--- src/rtl/link_bist_pkg.sv ---
// Shared types and defaults for the parallel-link built-in self-test.
package link_bist_pkg;

  localparam logic MODE_INCR = 1'b0;
  localparam logic MODE_LFSR = 1'b1;

  localparam logic [31:0] DEFAULT_SEED = 32'hA5A5A5A5;
  localparam logic [31:0] DEFAULT_TAPS = 32'h80200003;

  typedef enum logic [1:0] {S_IDLE, S_RUN, S_DONE} top_state_e;
  typedef enum logic [1:0] {T_IDLE, T_REQ, T_LOW} tx_state_e;
  typedef enum logic       {R_IDLE, R_ACK} rx_state_e;

endpackage

--- src/rtl/link_pattern_gen.sv ---
// Test pattern source: incrementing counter or Fibonacci-style LFSR.
// Mode is captured on load so both generators stay consistent for a whole test.
module link_pattern_gen
  import link_bist_pkg::*;
#(
  parameter int                 DATA_W = 32,
  parameter logic [DATA_W-1:0]  SEED   = DATA_W'(DEFAULT_SEED),
  parameter logic [DATA_W-1:0]  TAPS   = DATA_W'(DEFAULT_TAPS)
) (
  input  logic              clk,
  input  logic              rst_n,
  input  logic              load_i,
  input  logic              advance_i,
  input  logic              mode_i,
  output logic [DATA_W-1:0] word_o
);

  // An all-zero LFSR would lock up, so a zero seed becomes 1 in that mode.
  localparam logic [DATA_W-1:0] LFSR_SEED = (SEED == '0) ? DATA_W'(1) : SEED;

  logic [DATA_W-1:0] word_q, word_d;
  logic              mode_q, mode_d;

  always_comb begin
    word_d = word_q;
    mode_d = mode_q;
    if (load_i) begin
      mode_d = mode_i;
      word_d = (mode_i == MODE_LFSR) ? LFSR_SEED : SEED;
    end else if (advance_i) begin
      if (mode_q == MODE_LFSR) word_d = {word_q[DATA_W-2:0], ^(word_q & TAPS)};
      else                     word_d = word_q + DATA_W'(1);
    end
  end

  always_ff @(posedge clk) begin
    if (!rst_n) begin
      word_q <= '0;
      mode_q <= MODE_INCR;
    end else begin
      word_q <= word_d;
      mode_q <= mode_d;
    end
  end

  assign word_o = word_q;

endmodule

--- src/rtl/link_bist.sv ---
// Link BIST top: 4-phase TX/RX handshakes, pattern compare, watchdog and status.
// en low acts as a soft reset of everything except the synchronisers.
module link_bist
  import link_bist_pkg::*;
#(
  parameter int                 DATA_W    = 32,
  parameter int                 NUM_WORDS = 10,
  parameter int                 CNT_W     = 16,
  parameter logic [DATA_W-1:0]  SEED      = DATA_W'(DEFAULT_SEED),
  parameter logic [DATA_W-1:0]  TAPS      = DATA_W'(DEFAULT_TAPS),
  parameter int                 TIMEOUT   = 1024
) (
  input  logic              clk,
  input  logic              rst_n,
  input  logic              en_i,
  input  logic              mode_i,
  output logic [DATA_W-1:0] tx_data_o,
  output logic              tx_req_o,
  input  logic              tx_ack_i,
  input  logic [DATA_W-1:0] rx_data_i,
  input  logic              rx_req_i,
  output logic              rx_ack_o,
  output logic              busy_o,
  output logic              done_o,
  output logic              pass_o,
  output logic              timeout_o,
  output logic [CNT_W-1:0]  err_count_o,
  output logic [CNT_W-1:0]  first_err_idx_o
);

  localparam int               WD_W    = $clog2(TIMEOUT) + 1;
  localparam logic [CNT_W-1:0] NUM     = CNT_W'(NUM_WORDS);
  localparam logic [WD_W-1:0]  WD_LAST = WD_W'(TIMEOUT - 1);

  logic ack_meta_q, ack_s_q, req_meta_q, req_s_q;

  top_state_e        top_q, top_d;
  tx_state_e         tx_st_q, tx_st_d;
  rx_state_e         rx_st_q, rx_st_d;
  logic [CNT_W-1:0]  tx_cnt_q, tx_cnt_d, rx_cnt_q, rx_cnt_d;
  logic [CNT_W-1:0]  err_q, err_d, first_err_q, first_err_d;
  logic              timeout_q, timeout_d;
  logic [WD_W-1:0]   wd_q, wd_d;
  logic [DATA_W-1:0] tx_data_q, tx_data_d;
  logic              tx_req_q, tx_req_d, rx_ack_q, rx_ack_d;
  logic              gen_load, tx_adv, rx_adv;
  logic [DATA_W-1:0] tx_word, rx_word;

  always_ff @(posedge clk) begin
    if (!rst_n) begin
      {ack_meta_q, ack_s_q, req_meta_q, req_s_q} <= '0;
    end else begin
      ack_meta_q <= tx_ack_i;
      ack_s_q    <= ack_meta_q;
      req_meta_q <= rx_req_i;
      req_s_q    <= req_meta_q;
    end
  end

  assign gen_load = (top_q == S_IDLE) && en_i;

  link_pattern_gen #(.DATA_W(DATA_W), .SEED(SEED), .TAPS(TAPS)) u_tx_gen (
    .clk(clk), .rst_n(rst_n), .load_i(gen_load), .advance_i(tx_adv),
    .mode_i(mode_i), .word_o(tx_word)
  );

  link_pattern_gen #(.DATA_W(DATA_W), .SEED(SEED), .TAPS(TAPS)) u_rx_gen (
    .clk(clk), .rst_n(rst_n), .load_i(gen_load), .advance_i(rx_adv),
    .mode_i(mode_i), .word_o(rx_word)
  );

  always_comb begin
    top_d       = top_q;
    tx_st_d     = tx_st_q;
    rx_st_d     = rx_st_q;
    tx_cnt_d    = tx_cnt_q;
    rx_cnt_d    = rx_cnt_q;
    err_d       = err_q;
    first_err_d = first_err_q;
    timeout_d   = timeout_q;
    wd_d        = wd_q;
    tx_data_d   = tx_data_q;
    tx_req_d    = tx_req_q;
    rx_ack_d    = rx_ack_q;
    tx_adv      = 1'b0;
    rx_adv      = 1'b0;

    if (top_q == S_IDLE) begin
      if (en_i) top_d = S_RUN;
    end else if (top_q == S_RUN) begin
      unique case (tx_st_q)
        T_IDLE: if (tx_cnt_q < NUM) begin
          tx_data_d = tx_word;
          tx_req_d  = 1'b1;
          tx_st_d   = T_REQ;
        end
        T_REQ: if (ack_s_q) begin
          tx_req_d = 1'b0;
          tx_st_d  = T_LOW;
        end
        T_LOW: if (!ack_s_q) begin
          tx_cnt_d = tx_cnt_q + CNT_W'(1);
          tx_adv   = 1'b1;
          tx_st_d  = T_IDLE;
        end
        default: tx_st_d = T_IDLE;
      endcase

      unique case (rx_st_q)
        R_IDLE: if (req_s_q) begin
          rx_ack_d = 1'b1;
          rx_st_d  = R_ACK;
          // Surplus words count as errors but do not claim a first-mismatch index.
          if ((rx_cnt_q >= NUM) || (rx_data_i != rx_word)) begin
            if (err_q != '1) err_d = err_q + CNT_W'(1);
            if ((rx_cnt_q < NUM) && (first_err_q == '1)) first_err_d = rx_cnt_q;
          end
        end
        R_ACK: if (!req_s_q) begin
          rx_ack_d = 1'b0;
          if (rx_cnt_q != '1) rx_cnt_d = rx_cnt_q + CNT_W'(1);
          rx_adv   = 1'b1;
          rx_st_d  = R_IDLE;
        end
        default: rx_st_d = R_IDLE;
      endcase

      if ((tx_st_d != tx_st_q) || (rx_st_d != rx_st_q)) wd_d = '0;
      else                                              wd_d = wd_q + WD_W'(1);

      if ((tx_cnt_q == NUM) && (rx_cnt_q == NUM) && (rx_st_q == R_IDLE)) begin
        top_d = S_DONE;
      end else if (wd_q == WD_LAST) begin
        top_d     = S_DONE;
        timeout_d = 1'b1;
      end
    end
  end

  always_ff @(posedge clk) begin
    if (!rst_n || !en_i) begin
      top_q       <= S_IDLE;
      tx_st_q     <= T_IDLE;
      rx_st_q     <= R_IDLE;
      tx_cnt_q    <= '0;
      rx_cnt_q    <= '0;
      err_q       <= '0;
      first_err_q <= '1;
      timeout_q   <= 1'b0;
      wd_q        <= '0;
      tx_data_q   <= '0;
      tx_req_q    <= 1'b0;
      rx_ack_q    <= 1'b0;
    end else begin
      top_q       <= top_d;
      tx_st_q     <= tx_st_d;
      rx_st_q     <= rx_st_d;
      tx_cnt_q    <= tx_cnt_d;
      rx_cnt_q    <= rx_cnt_d;
      err_q       <= err_d;
      first_err_q <= first_err_d;
      timeout_q   <= timeout_d;
      wd_q        <= wd_d;
      tx_data_q   <= tx_data_d;
      tx_req_q    <= tx_req_d;
      rx_ack_q    <= rx_ack_d;
    end
  end

  assign tx_data_o       = tx_data_q;
  assign tx_req_o        = tx_req_q;
  assign rx_ack_o        = rx_ack_q;
  assign busy_o          = (top_q == S_RUN);
  assign done_o          = (top_q == S_DONE);
  assign pass_o          = done_o && (err_q == '0) && !timeout_q;
  assign timeout_o       = timeout_q;
  assign err_count_o     = err_q;
  assign first_err_idx_o = first_err_q;

endmodule
--- config.mk ---
export PLATFORM = sky130hd
export DESIGN_NAME = link_bist
export DESIGN_NICKNAME = d
export VERILOG_FILES = /design/src/rtl/link_bist_pkg.sv /design/src/rtl/link_pattern_gen.sv /design/src/rtl/link_bist.sv
export SDC_FILE = /design/constraint.sdc
export NUM_CORES = 1
export LEC_CHECK = 0
export CAP_MARGIN = 10
export CORE_MARGIN = 1
export CORE_UTILIZATION = 40
export DETAILED_ROUTE_END_ITERATION = 8
export DONT_BUFFER_PORTS = 1
export GPL_TIMING_DRIVEN = 0
export SLEW_MARGIN = 20
export SYNTH_ARGS = -nofsm -noshare
export SYNTH_HDL_FRONTEND = slang
export SYNTH_SLANG_ARGS = --single-unit
--- constraint.sdc ---
create_clock -name clk -period 7 [get_ports clk]
set_clock_uncertainty 0.15 [all_clocks]
set_input_delay 0.7 -clock clk [delete_from_list [all_inputs] [get_ports clk]]
set_output_delay 0.7 -clock clk [all_outputs]
set_load 0.01 [all_outputs]
---- After elaboration in Yosys (flattened, before gate mapping) ----
Index checks and enable logic that the tools add are counted.
operators by class
  muxes and demuxes ....................... 35
  reduce and logical (&&, ||, !) cells .... 33
  magnitude comparators ................... 3
  equal/unequal tests ..................... 18
  bitwise logic cells ..................... 6
  add/sub/neg operators ................... 6
operators by type and width
  cell                                                                                  count
  32-bit 2-to-1 mux                                                                     6
  32-bit by 1-bit adder with 32-bit output, second input constant                       2
  32-bit XOR reduction                                                                  2
  16-bit by 1-bit adder with 16-bit output, second input constant                       3
  16-bit by 4-bit equality test with 1-bit output, second input constant                2
  16-bit by 4-bit < comparator with 1-bit output, second input constant                 2
  16-bit inequality test, second input constant                                         2
  32-bit inequality test                                                                1
  2-bit 2-to-1 mux                                                                      10
  16-bit equality test, second input constant                                           1
  16-bit by 4-bit greater-or-equal comparator with 1-bit output, second input constant  1
  16-bit logical NOT                                                                    1
  4-bit AND reduction                                                                   4
  1-bit 2-to-1 mux                                                                      15
  6-bit AND reduction                                                                   2
  11-bit by 1-bit adder with 11-bit output, second input constant                       1
  11-bit by 10-bit equality test with 1-bit output, second input constant               1
  11-bit 2-to-1 mux                                                                     1
  2-bit inequality test, second input constant                                          5
  5-bit AND reduction                                                                   2
  2-bit nonzero test                                                                    4
  1-bit logical AND                                                                     6
  1-bit NOT                                                                             6
  2-bit case mux with 3 select lines                                                    1
  12 further kinds                                                                      20
storage, ports and cells
  output and inout port bits .............. 70
  flip-flop bits (word level) ............. 184

---- Depth between registers and ports, before layout ----
Gate-level depths: netlist of the first run.
  depth in word-level cells ............... 8
  mapped depth ............................ 10

---- Modules after synthesis ----
From an unflattened synthesis of the first run, not the netlist that was laid out.
second synthesis, totals
  cells, all modules ...................... 1184
  area total of the unflattened synthesis .. 9618.0 µm²
by module, submodules not included
  module            times used  sequential area each (µm²)  area an instance (µm²)  cells each
  link_bist         1           2382.3                      5376.4                  638
  link_pattern_gen  2           660.6                       2120.8                  273

---- Least setup slack after synthesis of the first run ----
OpenSTA, ideal clock, no wires.
  path type ............................... input port to flip-flop
  from .................................... input rx_data_i[20]
  to ...................................... register err_q[13] (netlist: err_count_o[13])
  stages .................................. 8
  path slack .............................. 4.601 ns
  arrival time ............................ 2.178 ns
  cells stage by stage .................... xor2_1 > nor4_1 > nand4_1 > nor4_1 > buf_2 > buf_2 > o21ai_0 > a21oi_1
between the ends
  cells in the longest elaborated chain, start to end .. 3
ends and longest elaborated chain
  what                           RTL line          RTL
  from (decl)                    link_bist.sv:20   input logic [DATA_W-1:0] rx_data_i,
  32-bit inequality test         link_bist.sv:114  if ((rx_cnt_q >= NUM) || (rx_data_i != rx_word)) begin
  1-bit logical OR               link_bist.sv:114
  6-bit AND reduction (no line)  --
  to (signal assigned)           link_bist.sv:160  err_q <= err_d;
  to (decl)                      link_bist.sv:41   logic [CNT_W-1:0] err_q, err_d, first_err_q, first_err_d;
No other way between the ends.
A chain may end at the register's enable or synchronous reset.

---- Final worst setup path of the first run ----
  from .................................... register rx_st_q
  to ...................................... register u_rx_gen.word_q[9] (netlist: u_rx_gen.word_o[9])
between the ends
  cells in the longest elaborated chain, start to end .. 3
ends and longest elaborated chain
  what                    RTL line                RTL
  from (decl)             link_bist.sv:39         rx_state_e rx_st_q, rx_st_d;
  from (signal assigned)  link_bist.sv:157        rx_st_q <= rx_st_d;
  1-bit 2-to-1 mux        link_bist.sv:109        unique case (rx_st_q)
  1-bit 2-to-1 mux        link_bist.sv:90         end else if (top_q == S_RUN) begin
  1-bit 2-to-1 mux        link_bist.sv:88         if (top_q == S_IDLE) begin
  to (signal assigned)    link_pattern_gen.sv:41  word_q <= word_d;
  to (decl)               link_pattern_gen.sv:21  logic [DATA_W-1:0] word_q, word_d;
No other way between the ends.

==> summary.txt, run 1 <==
Synth
  • Flops & latches, synth: approximately 180
  • Netlist cell types: 70
  • Syn Nets: 1254
  • EDFF count, synth: 0
  • Asr flop ratio synth: 0%
  • Syn Inst Count: about 1200
  • Mapped Area: around 9400 um2
  • Avg Cell Area, Syn: a little under 8 um2
  • Dominant synthesized flop cell: dfxtp_1
  • Yosys warns: 0
  • Seq/Total Area, Yosys: between 30% and 40%

GRT
  • First-pass GRT wire length: around 46000 um
  • Global route total overflow: 0
  • Largest net degree at the start of global routing: 20
  • Vias in the first global route: 8600
  • GRT Util Overall: 24.1%
  • Initial antenna violation count: 2

Critical path
  • Buf/Inv on CP: 2
  • R2R Setup Slk: 3.34 ns
  • Slowest CP cell: a21oi_1
  • Crit path max-delay family: buffers and inverters
  • Worst path cell trace: ha_1 > nand2_1 > a21oi_1 > nand2_1 > nand2_1 > clkbuf_1 > clkbuf_1 > nor2_1
  • Worst Path Max Fanout: 10
  • Critical path's most frequent cell: nand2_1
  • CP required: a little over 7 ns
  • Endpoint class of the critical path: flop
  • FF-to-FF End: u_rx_gen.word_o[9]
  • CP max stage delay: ~0.73 ns
  • Critical path class: reg -> reg
  • Critical Path Start Type: flop
  • CP Data Arrival Time: roughly 3.8 ns
  • Reg2Reg Launch Point: rx_st_q
  • Worst-case reg-to-reg path depth: 8

Clock network
  • Root Driver: clkbuf_16
  • Clk pin slew, worst setup/hold paths: ~0.08 ns
  • Bufs on Longest Clock Path: 2
  • CTS Buf Count: 17
  • Postcts setup bufs: 0
  • CTS hold repair buffers: 0
  • H-Tree Depth: 4
  • Clk Latency, worst-skew pair: roughly 0.44 ns
  • TritonCTS Sinks: 184
  • Post-CTS Resized: 0
  • CTS tree: done

STA
  • Setup WS post-layout: 3.34 ns
  • Endpoints failing setup: 0
  • Worst hold slack: 0.234 ns
  • Hold Vio Cnt, Final: 0
  • F_max: between 200 and 300 MHz
  • Fin Setup TNS: 0 ns
  • Final period util: 52.3%
  • Fin. max-slew vios: 0
  • Min cycle time layout: 3.66 ns
  • Slew HR: 39.3%
  • RSZ-0062 raised after global routing: no
  • Worst slew pin tran: just over 0.9 ns

Flow run
  • Max-Cap Viols: 0

Place
  • GP Congestion: a little over 0.9
  • Pre-CTS WS: approximately 3.5 ns
  • Post-DP HPWL: 20400 um
  • Post-placement cell count: between 1500 and 2000
  • Port Buffers: 0

Die
  • Initial Utilization: 41.3%
  • I/O pin cnt: between 100 and 150
  • FP Rows: 55
  • Die area: between 20000 and 25000 um2
  • Core Region: 22800 um2
  • Chip width: around 160 um
  • Chip height: ~160 um

Layout
  • Leading cell types in the layout, fill and taps excluded: dfxtp_1, nand2_1, nor2_1
  • # nets final: between 1000 and 1500
  • Area of the multi-input gates: approximately 5300 um2
  • Share of cells above drive strength 1: 4.85%
  • Register Area: between 3000 and 4000 um2
  • Filler cells: approximately 2300
  • Most common cell after layout, fill and taps aside: dfxtp_1
  • Area delta synth->final: 11.1%
  • Layout Cells excl Fill: between 1500 and 2000

Hold path
  • Hold worst-path end: ack_meta_q
  • Hold Path Cell Cnt: 1
  • HP Start: tx_ack_i
  • Tightest Hold Check Type: in -> reg

Power
  • P_int: roughly 1700 uW
  • Sw power: around 600 uW
  • Final Power: about 2300 uW
  • Sequential power share: 47.0%
  • Power density cells: about 220 nW/um2
  • Comb pwr share: approximately 6.7%
  • Switching share of total power: approximately a quarter
  • Worst vdd ir: about 0.00014 V
  • Leak: about 0.0034 uW
  • Clk pwr share: between 40 and 50%

Outcome
  • Status: complete, no violations

Routing
  • Routed length per instance: 18.4 um
  • DRT Pass-1 Iters: 5
  • Via Count: around 9000
  • WL final: between 20000 and 30000 um
  • DR vias/cell: 5.78
  • DRC: 0
  • Initial DRC Count: roughly 610
  • Antenna Nets Post-Route: 0
power groups by stage:
stage	logic [uW]	registers (uW)	clock network, uW
2_1_floorplan	107	1110	0
3_3_place_gp	151	1110	0
3_5_place_dp	152	1110	0
4_1_cts	153	1090	1090
5_1_grt	169	1090	1130
6_report	155	1090	1070
cell families after synthesis:
family	after synthesis	share of synthesized area, %
AO/OA/AOI/OAI	318	20.6
adder cells (fa/ha/maj)	10	1.33
multiplexers	9	0.982
AND/OR/NAND/NOR	506	26.5
buffers and inverters	106	4.71
flip-flops	184	39.1
XOR/XNOR	73	6.78
final cells by class:
class / instances / area share [%]
Tap cell: 313 / 3.74
Antenna cell: 2 / 0.0478
Inverter: 20 / 0.717
Buffer: 86 / 3.52
Clock buffer: 17 / 4.06
Clock inverter: 15 / 2.14
Sequential cell: 184 / 35.2
Multi-Input combinational cell: 916 / 50.6
through the flow:
stage | cell area [um2] | utilization [%]
2_1_floorplan | 9430 | -
3_3_place_gp | 9820 | 43.0
3_5_place_dp | 9820 | 43.0
4_1_cts | 10500 | 45.8
5_1_grt | 10500 | 45.8
6_report | 10500 | 45.8
metal layers:
metal / GRT usage (%) / vias to the layer above / share of wire (%)
li1: - / 4376 / -
met4: 11.0 / 0 / 3.2
met3: 5.77 / 64 / 7.1
met5: 0 / - / 0
met1: 30.9 / 4243 / 45
met2: 38.1 / 301 / 45
worst max-delay path by stage:
stage                       start            endpoint  slack (ns)  cells past startpoint
finish                    rx_st_q  u_rx_gen.word_o[9]        3.34                      8
global route              rx_st_q  u_rx_gen.word_o[9]        3.30                      8
CTS                       rx_st_q  u_rx_gen.word_o[9]        3.45                      8
detailed placement        rx_st_q  u_rx_gen.word_o[9]        3.46                      8
global placement          rx_st_q  u_rx_gen.word_o[9]        3.45                      8
floorplan           rx_data_i[20]     err_count_o[13]        4.60                      8
cell usage after synthesis, types with 13 or more instances:
| master | number | area share, % |
|---|---|---|
| clkbuf_1 | 70 | 2.8 |
| a31oi_1 | 13 | 0.86 |
| nand4_1 | 28 | 1.9 |
| nor3_1 | 21 | 1.1 |
| and3_1 | 16 | 1.1 |
| a21oi_1 | 108 | 5.7 |
| nand2_1 | 156 | 6.2 |
| o211ai_1 | 14 | 1.1 |
| or3_1 | 22 | 1.5 |
| nor2_1 | 116 | 4.6 |
| inv_1 | 19 | 0.76 |
| and2_1 | 16 | 1.1 |
| xor2_1 | 47 | 4.4 |
| a21o_1 | 14 | 1.1 |
| a211oi_1 | 17 | 1.4 |
| nand3_1 | 50 | 2.7 |
| dfxtp_1 | 184 | 39 |
| xnor2_1 | 26 | 2.4 |
| nor4_1 | 32 | 2.1 |
| a22oi_1 | 13 | 1.0 |
| o21ai_0 | 82 | 4.4 |
state kept, by name (all words and copies together) (netlist names):
name / cells
tx_cnt_q: 16
tx_data_o: 32
rx_st_q: 1
tx_st_q: 2
u_rx_gen.mode_q: 1
timeout_o: 1
rx_ack_o: 1
err_count_o: 16
ack_s_q: 1
req_s_q: 1
top_q: 2
req_meta_q: 1
ack_meta_q: 1
rx_cnt_q: 16
u_rx_gen.word_o: 32
first_err_idx_o: 16
wd_q: 11
tx_req_o: 1
u_tx_gen.word_o: 32
No activity file was read; power rests on OpenSTA's default activity.
==> run 2: changes to the inputs <==
clock period = 2.95 ns   (was 7 ns; I/O delays follow)
==> run 2 against run 1 <==
Critical path depth grew 1. Global-route usage grew 0.11 points. Utilization grew 0.37 points. Via count grew 0.33%. Flip-flop and latch count is the same. Power grew 140%. Critical endpoint unchanged. Largest power group unchanged.
==> summary.txt, run 2 (synthesis gave the netlist of run 1 again) <==
Critical path
  • Endpoint class of the critical path: flop (unchanged)
  • CP max stage delay: 0.42 ns (was 0.73 ns)
  • Worst path cell trace: nand2b_1 > buf_2 > clkinv_1 > nand2_2 > nand2_1 > nand2_1 > clkbuf_2 > clkbuf_2 > nor2_1 (was ha_1 > nand2_1 > a21oi_1 > nand2_1 > nand2_1 > clkbuf_1 > clkbuf_1 > nor2_1)
  • Crit path max-delay family: buffers and inverters (unchanged)
  • Buf/Inv on CP: 4 (was 2)
  • Slowest CP cell: dfxtp_1 (was a21oi_1)
  • Critical path class: reg -> reg (unchanged)
  • Worst Path Max Fanout: 10 (unchanged)
  • CP required: 3.12 ns (was 7.14 ns)
  • Critical Path Start Type: flop (unchanged)
  • CP Data Arrival Time: 2.98 ns (was 3.81 ns)

Layout
  • Share of cells above drive strength 1: 5.80% (was 4.85%)
  • Layout Cells excl Fill: 1554 (was 1553)
  • Area delta synth->final: 12.0% (was 11.1%)
  • Finished Cell Area: 10600 um2 (was 10500 um2)
  • Leading cell types in the layout, fill and taps excluded: dfxtp_1, nand2_1, nor2_1 (unchanged)
  • Number of diodes: 0 (was 2)
  • Final Core Density: 46.2% (was 45.8%)
  • Register Area: 3680 um2 (unchanged)
  • Filler cells: 2329 (was 2334)
  • Most common cell after layout, fill and taps aside: dfxtp_1 (unchanged)
  • # nets final: 1276 (was 1273)
  • Area of the multi-input gates: 5340 um2 (was 5300 um2)

STA
  • Final period util: 95.3% (was 52.3%)
  • Worst slew pin tran: 0.839 ns (was 0.910 ns)
  • Min cycle time layout: 2.81 ns (was 3.66 ns)
  • Fin. max-slew vios: 0 (unchanged)
  • F_max: 356 MHz (was 273 MHz)
  • Hold Vio Cnt, Final: 0 (unchanged)
  • Endpoints failing setup: 0 (unchanged)
  • RSZ-0062 raised after global routing: yes (was no)
  • Slew HR: 44.1% (was 39.3%)
  • Worst hold slack: 0.0592 ns (was 0.234 ns)

Flow run
  • Max-Cap Viols: 0 (unchanged)

Power
  • Comb pwr share: 6.8% (was 6.7%)
  • Power density cells: 523 nW/um2 (was 221 nW/um2)
  • Leak: 0.00340 uW (was 0.00337 uW)
  • P_int: 4050 uW (was 1700 uW)
  • Switching share of total power: 26.7% (was 26.6%)
  • Worst vdd ir: 0.000334 V (was 0.000140 V)
  • Sequential power share: 46.9% (was 47.0%)
  • Final Power: 5520 uW (was 2320 uW)
  • Sw power: 1470 uW (was 616 uW)
  • Clk pwr share: 46.3% (about the same)

Die
  • Die area: 24200 um2 (unchanged)
  • FP Rows: 55 (unchanged)
  • Initial Utilization: 41.3% (unchanged)
  • I/O pin cnt: 108 (unchanged)
  • Core Region: 22800 um2 (unchanged)
  • Chip width: 156 um (unchanged)
  • Chip height: 156 um (unchanged)

Clock network
  • TritonCTS Sinks: 184 (unchanged)
  • CTS tree: done (unchanged)
  • Bufs on Longest Clock Path: 2 (unchanged)
  • CTS Buf Count: 17 (unchanged)
  • Clk pin slew, worst setup/hold paths: 0.08 ns (about the same)
  • H-Tree Depth: 4 (unchanged)
  • Clk Latency, worst-skew pair: 0.44 ns (about the same)
  • Root Driver: clkbuf_16 (unchanged)

Routing
  • DRC: 0 (unchanged)
  • DR vias/cell: 5.80 (was 5.78)
  • DRT Pass-1 Iters: 6 (was 5)
  • Initial DRC Count: 612 (was 607)
  • Via Count: 9014 (was 8984)
  • WL final: 28700 um (was 28600 um)
  • Routed length per instance: 18.5 um (was 18.4 um)
  • Antenna Nets Post-Route: 0 (unchanged)

Hold path
  • Tightest Hold Check Type: in -> reg (unchanged)

GRT
  • Vias in the first global route: 8636 (was 8600)
  • Global route total overflow: 0 (unchanged)
  • Largest net degree at the start of global routing: 20 (unchanged)
  • First-pass GRT wire length: 46000 um (was 45800 um)
  • GRT Util Overall: 24.2% (was 24.1%)
  • Initial antenna violation count: 0 (was 2)

Place
  • Placed Area: 9820 um2 (unchanged)
  • Post-placement cell count: 1519 (unchanged)
  • GP Congestion: 0.917 (unchanged)
  • Post-DP HPWL: 20400 um (unchanged)
  • Port Buffers: 0 (unchanged)

Outcome
  • Status: complete, no violations (unchanged)
run 2: changes by cell type in the layout (fill, tap and decap cells not counted), sizes merged:
| cell | change |
|---|---|
| clkbuf | -2 |
| dlygate4sd3 | +5 |
| diode | -2 |
run 2: metrics by stage:
| step | TNS (ns) | setup WS, ns |
|---|---|---|
| after floorplan | 0 | 0.577 |
| after global placement | -12.81 | -0.596 |
| after detailed placement | -12.97 | -0.586 |
| after CTS | 0 | 0.00732 |
| after global routing | -0.000126 | -0.000126 |
| final | 0 | 0.140 |
run 2: power by group through the flow:
stage	combinational, uW	clock, uW	sequential (uW)
2_1_floorplan	255	0	2630
3_3_place_gp	358	0	2640
3_5_place_dp	361	0	2640
4_1_cts	372	2590	2580
5_1_grt	410	2690	2590
6_report	378	2560	2590
run 2: layout make-up:
cell class | count | share of cell area, %
multi-input combinational | 916 | 50.6
sequential | 184 | 34.9
clock buffer | 17 | 4.03
tap | 313 | 3.71
buffer | 84 | 3.48
clock inverter | 15 | 2.12
inverter | 20 | 0.711
timing repair buffer | 5 | 0.474
run 2: what timing repair did:
action	4_1_cts	5_1_grt
buffers inserted	0	0
hold buffers	5	0
hold endpoints to repair	4	0
setup endpoints to repair	43	55
gates resized for setup	5	11
run 2: per-layer routing:
layer	vias to the layer above	share of wire [%]	track usage [%]
met5	-	0	0
met3	63	7.2	5.88
met4	0	2.9	9.71
met1	4261	45	31.3
met2	313	45	38.5
li1	4377	-	-
run 2: worst paths after layout:
path                   start                  to  slack, ns  depth (start not counted)
setup / recovery    top_q[1]  u_rx_gen.word_o[9]       0.14                          9
hold / removal          en_i      err_count_o[4]       0.06                          3
setup reg to reg    top_q[1]  u_rx_gen.word_o[9]       0.14                          9
hold reg to reg   req_meta_q             req_s_q       0.28                          1
run 2: tightest hold or removal path, delay by kind of cell:
kind | cells | cell delay, ns
AND/OR/NAND/NOR | 2 | 0.26
multiplexers | 1 | 0.06
==> edit, RTL diff (config.mk and constraints of run 2) <==
`DATA_W` is set to 32 in 2 places; all go to 40.
--- a/src/rtl/link_pattern_gen.sv
+++ b/src/rtl/link_pattern_gen.sv
@@ -3,7 +3,7 @@
 module link_pattern_gen
   import link_bist_pkg::*;
 #(
-  parameter int                 DATA_W = 32,
+  parameter int                 DATA_W = 40,
   parameter logic [DATA_W-1:0]  SEED   = DATA_W'(DEFAULT_SEED),
   parameter logic [DATA_W-1:0]  TAPS   = DATA_W'(DEFAULT_TAPS)
 ) (
--- a/src/rtl/link_bist.sv
+++ b/src/rtl/link_bist.sv
@@ -3,7 +3,7 @@
 module link_bist
   import link_bist_pkg::*;
 #(
-  parameter int                 DATA_W    = 32,
+  parameter int                 DATA_W    = 40,
   parameter int                 NUM_WORDS = 10,
   parameter int                 CNT_W     = 16,
   parameter logic [DATA_W-1:0]  SEED      = DATA_W'(DEFAULT_SEED),
Interface: changed (resized rx_data_i and tx_data_o); port bits go from 108 to 124. The function was not compared with the original's and may differ.
==> edit against run 2 <==
The run now ends with design-rule violations left; power grew 18%; synthesized area is 14% higher; wire length is 25% higher; sequential cell count grew 24; fmax shrank 3.6%; worst setup slack lost 0.11 ns; final area is 15% higher; critical endpoint is now u_tx_gen.word_o[12]; largest cell class unchanged; largest power group is now clock.
==> edit: results (changes against run 2) <==
status: complete, but fails checks
failing checks: design-rule violations
NetSw: 1.591 mW (+8.0%)
Max transition margin: 37.09% (-7.0 points)
Post-synth top cells: dfxtp_1, nand2_1, a21oi_1, nor2_1, clkbuf_1
dpl ws: -0.8302 ns (-0.2439 ns)
vias in the first global route: 9990 (+16%)
Max VDD drop: 0.4199 mV (+26%)
drt drc: 18 (+18)
FF/Latch Area: 0.004165 sq mm (+13%)
first-pass GRT wire length: 56740 um (+23%)
Area growth syn-to-layout: 13.23%
routed wl met2: 15750 um (+21%)
crit path DAT: 3.17 ns (+0.19 ns)
share of cells above drive strength 1: 5.641% (-0.16 points)
Non-CTS buffers: 108 (+21%)
met1 WL: 15570 um (+21%)
Seq/Total Area, Yosys: 38.72% (-0.35 points)
synthesized flop and latch total: 208 (+13%)
Clock Latency Late Sink: 0.53 ns (+0.09 ns)
Antenna diodes: 2 (+2)
P_leak: 4.082 nW (+20%)
clock-pin slew on the worst setup and hold paths: 0.06 ns (-0.02 ns)
multi-input gate count: 1051 (+15%)
htree depth: 1 (-3)
HPWL Detailed: 25500 um (+25%)
max incr delay on CP: 0.72 ns (+0.30 ns)
Synthesized Nets: 1444 (+15%)
Post-layout nets: 1475 (+16%)
clock buf count: 39 (+22)
All-Layer GR Usage: 25.70% (+1.5 points)
top post-synthesis cells by area: dfxtp_1, a21oi_1, nand2_1
TritonCTS Buffers: 26 (+9)
Fillers: 2663 (+14%)
met3 WL post-DR: 3371 um (+63%)
Tap Count: 335 (+7.0%)
clock buffer depth: 3 (+1)
RePlAce Congestion: 0.9216 (+0.47%)
DP Area: 0.01117 sq mm (+14%)
R2R depth: 6 (-3)
Total Wirelength: 36040 um (+25%)
signal buffers share of area: 3.874% (-0.084 points)
DRT Pass-1 Iters: 7 (+1)
## edit: what timing repair did
item / 4_1_cts / 5_1_grt
pin swaps: 0 / 3
hold buffers: 4 / 0
endpoints found under the hold margin: 4 / 0
endpoints found under the setup margin: 53 / 78
setup buffers: 0 / 3
gates resized for setup: 10 / 21
## edit: metal layers
metal  GRT usage, %  vias to the layer above
met1          34.60                     4964
met5              0                        -
met3          5.672                       99
met2          39.42                      509
met4          11.13                        0
li1               -                     5086
## edit: kinds of logic after synthesis
group                      synth area share (%)
and+or+nand+nor                           26.20
muxes                                     1.036
AOI/OAI and AO/OA                         20.89
xor gates and xnor gates                  7.331
DFF                                       38.72
buffers and inverters                     4.654
adders and majority gates                 1.164
## edit: worst paths after layout
check | slack (ns) | startpoint | endpoint
worst max-delay path | 0.03 | u_rx_gen.mode_q | u_tx_gen.word_o[12]
worst min-delay path | 0.02 | en_i | err_count_o[14]
worst max register to register | 0.03 | u_rx_gen.mode_q | u_tx_gen.word_o[12]
worst min register to register | 0.28 | req_meta_q | req_s_q
## edit: power by group through the flow
stage               combinational (mW)  sequential [mW]  clock (mW)
global placement                 0.401             2.97           0
CTS                              0.414             2.91        3.21
detailed placement               0.403             2.97           0
floorplan                        0.269             2.95           0
finish                           0.414             2.92        3.16
global route                     0.447             2.92        3.34
## edit: stage by stage
step / instances / hold WS (ns)
floorplan: 1388 / 0.2619
global placement: 1723 / 0.2734
detailed placement: 1723 / 0.2781
CTS: 1772 / 0.01280
global route: 1771 / 0.07297
finish: 1773 / 0.02199
## edit: worst reg2reg max path, delay by kind of cell (launching register included)
kind                   cells  cell delay, ns
and+or+nand+nor            1            0.06
DFF                        1            0.40
buffers and inverters      3            1.78
AOI/OAI and AO/OA          2            0.41
